File: config.mk
export PLATFORM = sky130hd
export DESIGN_NAME = forwarding_ctrl
export DESIGN_NICKNAME = d
export VERILOG_FILES = /design/src/rtl/forwarding_ctrl.sv
export SDC_FILE = /design/constraint.sdc
export NUM_CORES = 1
export LEC_CHECK = 0
export ABC_AREA = 1
export ABC_CLOCK_PERIOD_IN_PS = 1900
export BUFFER_PORTS_ARGS = -buffer_cell sky130_fd_sc_hd__buf_4
export CAP_MARGIN = 20
export CORE_MARGIN = 10
export CORE_UTILIZATION = 47
export DETAILED_ROUTE_END_ITERATION = 10
export PLACE_DENSITY_LB_ADDON = 0.1
export SLEW_MARGIN = 5
export SYNTH_ARGS = -nofsm -noshare
export SYNTH_HDL_FRONTEND = slang
export SYNTH_SLANG_ARGS = --single-unit
File: constraint.sdc
create_clock -name clk -period 1.9 [get_ports clk]
set_input_delay 0.38 -clock clk [delete_from_list [all_inputs] [get_ports clk]]
set_output_delay 0.38 -clock clk [all_outputs]
set_load 0.1 [all_outputs]
File: src/rtl/forwarding_ctrl.sv
// forwarding_ctrl: EX-aligned operand forwarding select and load-use stall for an in-order pipeline
// Ports: clk, arst (async, active-high), enable (advance), flush (kill instr entering EX),
//        id_src/id_src_valid/id_rd/id_reg_write/id_mem_read (ID instruction),
//        stall (combinational load-use), fwd_sel (per-port select: 0 = regfile, k = stage k),
//        stall_cnt/fwd_cnt (saturating perf counters, built only with FWD_PERF_CNT_EN, else 0).
module forwarding_ctrl #(
    parameter int N_SRC = 2,
    parameter int DEPTH = 2,
    parameter int REG_ADDR_W = 5,
    parameter int CNT_W = 16,
    localparam int SEL_W = $clog2(DEPTH + 1)
) (
    input  logic                        clk,
    input  logic                        arst,
    input  logic                        enable,
    input  logic                        flush,
    input  logic [N_SRC*REG_ADDR_W-1:0] id_src,
    input  logic [N_SRC-1:0]            id_src_valid,
    input  logic [REG_ADDR_W-1:0]       id_rd,
    input  logic                        id_reg_write,
    input  logic                        id_mem_read,
    output logic                        stall,
    output logic [N_SRC*SEL_W-1:0]      fwd_sel,
    output logic [CNT_W-1:0]            stall_cnt,
    output logic [CNT_W-1:0]            fwd_cnt
);
    logic [REG_ADDR_W-1:0] ex_rd;
    logic                  ex_wr;
    logic                  ex_ld;
    logic [REG_ADDR_W-1:0] st_rd [DEPTH];
    logic                  st_wr [DEPTH];
    logic [N_SRC*SEL_W-1:0] sel_nxt;
    logic                  ex_hit;
    logic                  kill;

    function automatic logic hit(input logic [REG_ADDR_W-1:0] rd, input logic wr,
                                 input logic [REG_ADDR_W-1:0] s, input logic v);
        return v && wr && rd != '0 && rd == s;
    endfunction

    // Stages are scanned oldest-first so the youngest match overwrites; the last stage never feeds.
    always_comb begin
        sel_nxt = '0;
        ex_hit = 1'b0;
        for (int i = 0; i < N_SRC; i++) begin
            for (int j = DEPTH - 1; j >= 1; j--)
                if (hit(st_rd[j-1], st_wr[j-1], id_src[i*REG_ADDR_W +: REG_ADDR_W], id_src_valid[i]))
                    sel_nxt[i*SEL_W +: SEL_W] = SEL_W'(j + 1);
            if (hit(ex_rd, ex_wr, id_src[i*REG_ADDR_W +: REG_ADDR_W], id_src_valid[i])) begin
                sel_nxt[i*SEL_W +: SEL_W] = SEL_W'(1);
                ex_hit = 1'b1;
            end
        end
    end

    assign stall = ex_ld & ex_hit & ~flush;
    assign kill = stall | flush;

    always_ff @(posedge clk or posedge arst) begin
        if (arst) begin
            ex_rd <= '0;
            ex_wr <= 1'b0;
            ex_ld <= 1'b0;
            for (int k = 0; k < DEPTH; k++) begin
                st_rd[k] <= '0;
                st_wr[k] <= 1'b0;
            end
            fwd_sel <= '0;
        end else if (enable) begin
            st_rd[0] <= ex_rd;
            st_wr[0] <= ex_wr;
            for (int k = 1; k < DEPTH; k++) begin
                st_rd[k] <= st_rd[k-1];
                st_wr[k] <= st_wr[k-1];
            end
            ex_rd <= kill ? '0 : id_rd;
            ex_wr <= id_reg_write & ~kill;
            ex_ld <= id_mem_read & ~kill;
            fwd_sel <= kill ? '0 : sel_nxt;
        end
    end

`ifdef FWD_PERF_CNT_EN
    always_ff @(posedge clk or posedge arst) begin
        if (arst) begin
            stall_cnt <= '0;
            fwd_cnt <= '0;
        end else if (enable) begin
            if (stall && ~&stall_cnt)
                stall_cnt <= stall_cnt + 1'b1;
            if (!kill && |sel_nxt && ~&fwd_cnt)
                fwd_cnt <= fwd_cnt + 1'b1;
        end
    end
`else
    assign stall_cnt = '0;
    assign fwd_cnt = '0;
`endif
endmodule

* Yosys cells after proc, flatten, opt, wreduce, memory -nomap -nowiden
Cells that the tools add are included.
Storage, ports and cells: ROM bits 0, flip-flop bits (word level) 17, memories kept 0, output and inout port bits 37, bits in latches 0, memory bits (writable) 0
Cells by class: reductions and logical operators 14, bitwise gates (word level) 7, shift operators 0, mux-type cells 8, $lt $le $gt $ge 0, add/sub/neg operators 0, multipliers 0, divide/modulo/power cells 0, equality and inequality tests 4
Operator list (count):
- equality test 5 bit | 4
- logical AND 1 bit | 12
- nonzero test 5 bit | 2
- 2-to-1 mux 2 bit | 4
- 2-to-1 mux 5 bit | 1
- AND 1 bit | 4
- 2-to-1 mux 4 bit | 1
- 2-to-1 mux 1 bit | 2
- NOT 1 bit | 2
- OR 1 bit | 1

* Longest topological paths before layout
Gate-level depths: netlist (run 1).
word-level depth 10, gate-level depth with buffers 12, depth with buffers taken out 11

* Worst setup path after synthesis (run 1)
No wires, ideal clock.
path kind register -> output, start register ex_rd[2], end output port stall, cell stages (with the launch flop) 11, arrival time 1.841 ns, required time 1.520 ns, setup slack -0.321 ns, buffers on the path 1, cell sequence dfrtp_1 > inv_2 > nand2_1 > nand2_2 > nand2_4 > nor2_4 > nand2_2 > nand2_2 > nand2_2 > buf_6 > nor2_2
On the way: cells in the longest elaborated chain, start to end 7, elaborated cells on any way between the ends 11, those cells by class eq/ne: 2; mux: 2; bitwise: 2; reduce/logical: 5
Ends and longest elaborated chain:
- start: declaration | RTL line 27 | logic [REG_ADDR_W-1:0] ex_rd;
- start signal: assignment | RTL line 76 | ex_rd <= kill ? '0 : id_rd;
- nonzero test 5 bit | RTL line 38 | return v && wr && rd != '0 && rd == s;
- logical AND 1 bit (2 in a row) | RTL line 38
- 2-to-1 mux 1 bit | RTL line 49 | if (hit(ex_rd, ex_wr, id_src[i*REG_ADDR_W +: REG_ADDR_W], id_src_valid[i])) begin
- 2-to-1 mux 1 bit * | RTL line 49
- AND 1 bit * (2 in a row) | RTL line 56 | assign stall = ex_ld & ex_hit & ~flush;
- end: declaration | RTL line 22 | output logic stall,
Mark *: on every way between the ends. The rest lies on a longest branch, timed or not.

* Worst setup path in the final report (run 1)
start register ex_rd[1], end output port stall
The elaborated chain is that of the path after synthesis.

==> impl_metrics.toml, run 1 <==
[status]
outcome = "finished, violations left"
violations = "setup timing"

[worst_setup_path]
cp-start-kind = "register"
cpMaxStageDelayCell = "dfrtp_1"
crit_start = "ex_rd[1]$_DFFE_PP0P_"
cp.required_ns = 1.52
critPathKind = "register to primary output"
slowest_delay_ns = 0.44
cp_max_fo = 5
critPathCapture = "stall"
rrSetupSlack_ns = 0.33
path_cells = "inv_2, nand2_1, nand3_1, nor2_1, nand3_1, nand2_2, nand2_2, nor2_4, buf_12"
cp_top_family = "simple AND/OR/NAND/NOR gates"
r2r-end = "ex_rd[3]$_DFFE_PP0P_"
cp.depth = 9
ff2ff_path_depth = 10
worst-path-buf-inv = 2
endpoint_kind = "primary output"
regToRegStartpoint = "ex_rd[4]$_DFFE_PP0P_"
critPathArrivalTime_ns = 1.63

[global_route]
overflow = 0
grt_pass1_vias = 1289
grt_max_degree = 21
antenna_found_initial = 0
grt_pass1_wl_um = 5890
grt_usage = 0.116

[detailed_routing]
drt-total-wl_um = 3650
dr.pass1.iters = 4
drc = 0
vias = 1395
drt_first_iter_violations = 81
avgRoutedWirePerCell_um = 11.6
antenna_left = 0
routed_via_density = 4.41

[place]
hpwlAfterDp_um = 2990
dp.cells = 308
detailed_place.area_um2 = 1680
io_buffers = 27
routabilityCongestion = 0.924

[cells_and_area]
register_area_um2 = 429
drive_above_1_share = 0.287
multiInputGateArea_um2 = 847
fillers = 321
syn2layout_area_growth_pct = 13.2
postLayoutCellArea_um2 = 1760
final_net_count = 296
antennaDiodeCount = 0
fin_cells = 316

[logic_synthesis]
synth_area_leaders = "dfrtp_1, nand2_1, buf_4"
yosys.cell_count.top_type = "nand2_1"
synth-seq-cells = 17
synth.avg_cell_area_um2 = 6.45
synth_top_area_cell = "dfrtp_1"
synth-edff-count = 0
synth_cell_type_count = 22
syn_area_um2 = 1550
netlist_top_cells_count = "nand2_1, buf_4, inv_1"
synth_ff_type = "dfrtp_1"
async_flop_share = 1.00
yosys_warnings = 0
synth_top_area_frac = 0.274
yosysSeqAreaShare = 0.274
syn_inst = 241

[timing]
rsz0062_at_grt = "true"
clock_skew_ns = 0.0113
setup_ws_ns = -0.109
setup-tns-final_ns = -0.109
fin_crit_sh = 1.06
relSlewSlack = 0.561
maxSlewViolCount = 0
setup_violations = 1
tightestPinTransition_ns = 0.658
fmax_mhz = 498
layout_min_cycle_time_ns = 2.01
hold_viol_final = 0

[cts]
ctsRootBufferMaster = "clkbuf_4"
cts_tree = "done"
cts.path.max_buffers = 2
cts_hold_buf = 0
clock_latency_ns = 0.30
numCtsBuffers = 3
clock-sinks = 17
clkTransAtPathRegs_ns = 0.11
htree_levels = 1

[die]
start_util = 0.501
die_y_um = 77.5
core-area_um2 = 3100
core.rowCount = 20
die_x_um = 77.5
die-area_um2 = 6010
ios = 60

[hold_path]
hold_path.class = "input port to asynchronous set/reset pin"

[pwr]
powerDensity_nw_per_um2 = 642
finalPower_uw = 1130
leakagePower_uw = 0.00104
ir_drop_v = 0.000429

[run]
cap_violations = 0
[worst register-to-register path: cells and delay by family (launching register included)]
kind          cells  cell delay (ns)
buf+inv           1             0.21
flops             1             0.46
simple gates      9             0.86
[layout make-up]
cell class              instances  area share
clock buffers                   3      0.0128
well taps                      44      0.0313
multi-input cells             181       0.482
repair buffers                 33       0.148
clock inverters                 1     0.00284
flip-flops and latches         17       0.244
inverters                      37      0.0797
[where the power goes]
part | internal, uW | total, uW | switching (uW) | leakage, uW
sequential | 387 | 413 | 26.6 | 0.000222
combinational | 98.9 | 517 | 418 | 0.000804
clock | 78.6 | 199 | 121 | 0.0000177
total | 564 | 1130 | 565 | 0.00104
[worst min-delay path by stage]
stage | startpoint | endpoint | slack, ns | depth (start not counted)
CTS | arst | fwd_sel[1]$_DFFE_PP0P_ | 0.18 | 2
global route | arst | fwd_sel[3]$_DFFE_PP0P_ | 0.21 | 2
detailed placement | st_wr[1]$_DFFE_PP0P_ | st_wr[1]$_DFFE_PP0P_ | 0.46 | 2
finish | arst | fwd_sel[3]$_DFFE_PP0P_ | 0.16 | 2
floorplan | arst | ex_ld$_DFFE_PP0P_ | 0.31 | 1
global placement | st_wr[1]$_DFFE_PP0P_ | st_wr[1]$_DFFE_PP0P_ | 0.46 | 2
[metal layers]
metal  track usage  part of all wire  up-vias  wire length (um)
li1              -                 -      715                 -
met1         0.137              0.42      618              1530
met2         0.189              0.46       55              1700
met3        0.0346             0.096        7               349
met4        0.0511             0.020        0                74
met5             0                 0        -                 0
[sequential cells by signal, indices dropped and copies added, names as in the netlist]
register,flops
ex_rd,5
st_rd,5
fwd_sel,4
ex_ld,1
ex_wr,1
st_wr,1
[cell families (layout without fill, tap and decap cells)]
group,after synthesis,in the layout,synth area share
other cells,1,32,0.00241
flops,17,17,0.274
compound gates,10,10,0.0338
simple gates,139,139,0.426
buf+inv,74,74,0.264
[cell usage in the layout (no fill, tap or decap), drive strengths merged, types with 3 or more instances in the layout]
cell type  instances
clkbuf             3
nand2             98
nand3             15
buf               33
o21ai              7
dfrtp             17
nand4              5
conb              32
nor2              20
inv               36
[per-stage QoR]
step	utilization	setup slack [ns]	hold WS, ns
floorplan	-	-0.00893	0.306
global placement	0.541	0.0748	0.460
detailed placement	0.541	0.0824	0.462
CTS	0.561	-0.0890	0.180
global route	0.567	-0.207	0.209
finish	0.567	-0.109	0.159
[timing repair]
item	4_1_cts	5_1_grt
gates resized for setup	8	1
endpoints found under the setup margin	1	1
buffers inserted	2	2
pin swaps	1	0
Power figures use the tool's default switching activity.
==> run 2, diff against run 1 <==
- ABC_CLOCK_PERIOD_IN_PS: 1900 -> 2000
- clock period: 1.9 -> 2 ns (I/O delays scaled with it)
==> impl_metrics.toml, run 2 (synthesis results as in run 1) <==
[cts]
cts_tree = "done"
clock_latency_ns = 0.29
ctsRootBufferMaster = "clkbuf_4"
cts_hold_buf = 0
cts.path.max_buffers = 2
htree_levels = 1
clkTransAtPathRegs_ns = 0.10
clock-sinks = 17
numCtsBuffers = 3

[pwr]
pwr-share-comb = 0.465
switching_power_uw = 541
powerDensity_nw_per_um2 = 596
p_sw_frac = 0.496
ir_drop_v = 0.000327
clock_power_share = 0.175
leakagePower_uw = 0.00108
seqPwrFrac = 0.360
p_int_uw = 550

[global_route]
grt_max_degree = 21
antenna_found_initial = 0
grt_pass1_vias = 1359
overflow = 0
grt_pass1_wl_um = 6160
grt_usage = 0.120

[die]
die_y_um = 77.5
core.rowCount = 20
core-area_um2 = 3100
start_util = 0.501
ios = 60
die-area_um2 = 6010
die_x_um = 77.5

[detailed_routing]
drt-total-wl_um = 3720
dr.pass1.iters = 4
drc = 0
antenna_left = 0
drt_first_iter_violations = 103
route.met2.wl_um = 1720
avgRoutedWirePerCell_um = 11.5
m1WireLength_um = 1650
dr_wl_met3_um = 289
routed_via_density = 4.28
vias = 1383
topRoutingLayerUsed = "met4"

[timing]
layout_min_cycle_time_ns = 2.04
setup_ws_ns = -0.0449
relSlewSlack = 0.566
clock_skew_ns = 0.00209
fin_crit_sh = 1.02
setup_violations = 1
setup-tns-final_ns = -0.0449
fmax_mhz = 489
maxSlewViolCount = 0
tightestPinTransition_ns = 0.651
hold_viol_final = 0
rsz0062_at_grt = "true"

[worst_setup_path]
ff2ff_path_depth = 11
path_cells = "inv_2, nand2_2, o21ai_1, nor2_1, nand3_1, nand2_2, nand2_2, nor2_4, buf_12"
r2r-end = "ex_rd[3]$_DFFE_PP0P_"
rrSetupSlack_ns = 0.47
critPathKind = "register to primary output"
cp_top_family = "simple AND/OR/NAND/NOR gates"
slowest_delay_ns = 0.44
cp-start-kind = "register"
regToRegStartpoint = "ex_rd[2]$_DFFE_PP0P_"
cp_max_fo = 4
timing.critical_path.mode_cell = "nand2_2"
cpMaxStageDelayCell = "dfrtp_1"
critPathArrivalTime_ns = 1.64
cp.required_ns = 1.60
endpoint_kind = "primary output"
worst-path-buf-inv = 2

[cells_and_area]
antennaDiodeCount = 0
final_common_cell = "nand2_1"
drive_above_1_share = 0.323
final_net_count = 303
syn2layout_area_growth_pct = 17.8
layout_common_cells = "nand2_1, buf_4, conb_1, inv_1, nand2_2"
fillers = 324
largestRegisters = "ex_rd x5, st_rd x5, fwd_sel x4"
fin_cells = 323

[place]
dp.cells = 309
routabilityCongestion = 0.906
hpwlAfterDp_um = 2950
io_buffers = 27

[hold_path]
hold_path.class = "input port to asynchronous set/reset pin"

[run]
cap_violations = 0

[status]
violations = "setup timing"
outcome = "finished, violations left"
## run 2: power groups by stage
stage	registers [uW]	logic (uW)	clock network, uW
floorplan	393	453	0
global placement	398	476	0
detailed placement	398	476	0
CTS	391	500	200
global route	397	542	213
finish	392	507	191
## run 2: area by class of cell
class / instances / area, um^2 / share of cell area
Tap cell: 44 / 55.1 / 0.0301
Inverter: 37 / 140 / 0.0766
Timing Repair Buffer: 40 / 317 / 0.173
Clock buffer: 4 / 26.3 / 0.0144
Multi-Input combinational cell: 181 / 863 / 0.472
Sequential cell: 17 / 429 / 0.234
## run 2: how the worst max path moves through the flow
stage	from	endpoint	slack [ns]	cells past startpoint
5_1_grt	ex_rd[3]$_DFFE_PP0P_	stall	-0.19	9
2_1_floorplan	ex_rd[2]$_DFFE_PP0P_	stall	0.07	10
4_1_cts	ex_rd[3]$_DFFE_PP0P_	stall	-0.04	9
3_5_place_dp	id_src[9]	stall	0.13	11
6_report	ex_rd[3]$_DFFE_PP0P_	stall	-0.04	9
3_3_place_gp	id_src[9]	stall	0.13	11
## run 2: per-layer routing
metal | vias up | track usage
li1 | 732 | -
met3 | 6 | 0.0369
met2 | 49 | 0.193
met1 | 596 | 0.146
met5 | - | 0
met4 | 0 | 0.0493
## run 2: worst reg2reg max path: cells and delay by family, from the launching register on
| family | cells | cell delay, ns |
|---|---|---|
| simple gates | 8 | 0.63 |
| buf+inv | 3 | 0.40 |
| flops | 1 | 0.45 |
## run 2: stage by stage
stage | instance area, um^2 | hold WS [ns] | setup WS [ns] | util | total power [uW]
6_report | 1830 | 0.184 | -0.0449 | 0.590 | 1090
5_1_grt | 1830 | 0.226 | -0.189 | 0.590 | 1150
4_1_cts | 1810 | 0.210 | -0.0423 | 0.583 | 1090
3_5_place_dp | 1690 | 0.460 | 0.132 | 0.543 | 874
3_3_place_gp | 1690 | 0.455 | 0.128 | 0.543 | 874
2_1_floorplan | 1680 | 0.326 | 0.0711 | - | 846
## run 2: timing repair
| action | CTS | global route |
|---|---|---|
| pin swaps | 6 | 6 |
| setup buffers | 8 | 2 |
| gates resized for setup | 13 | 3 |
| setup endpoints to repair | 1 | 1 |
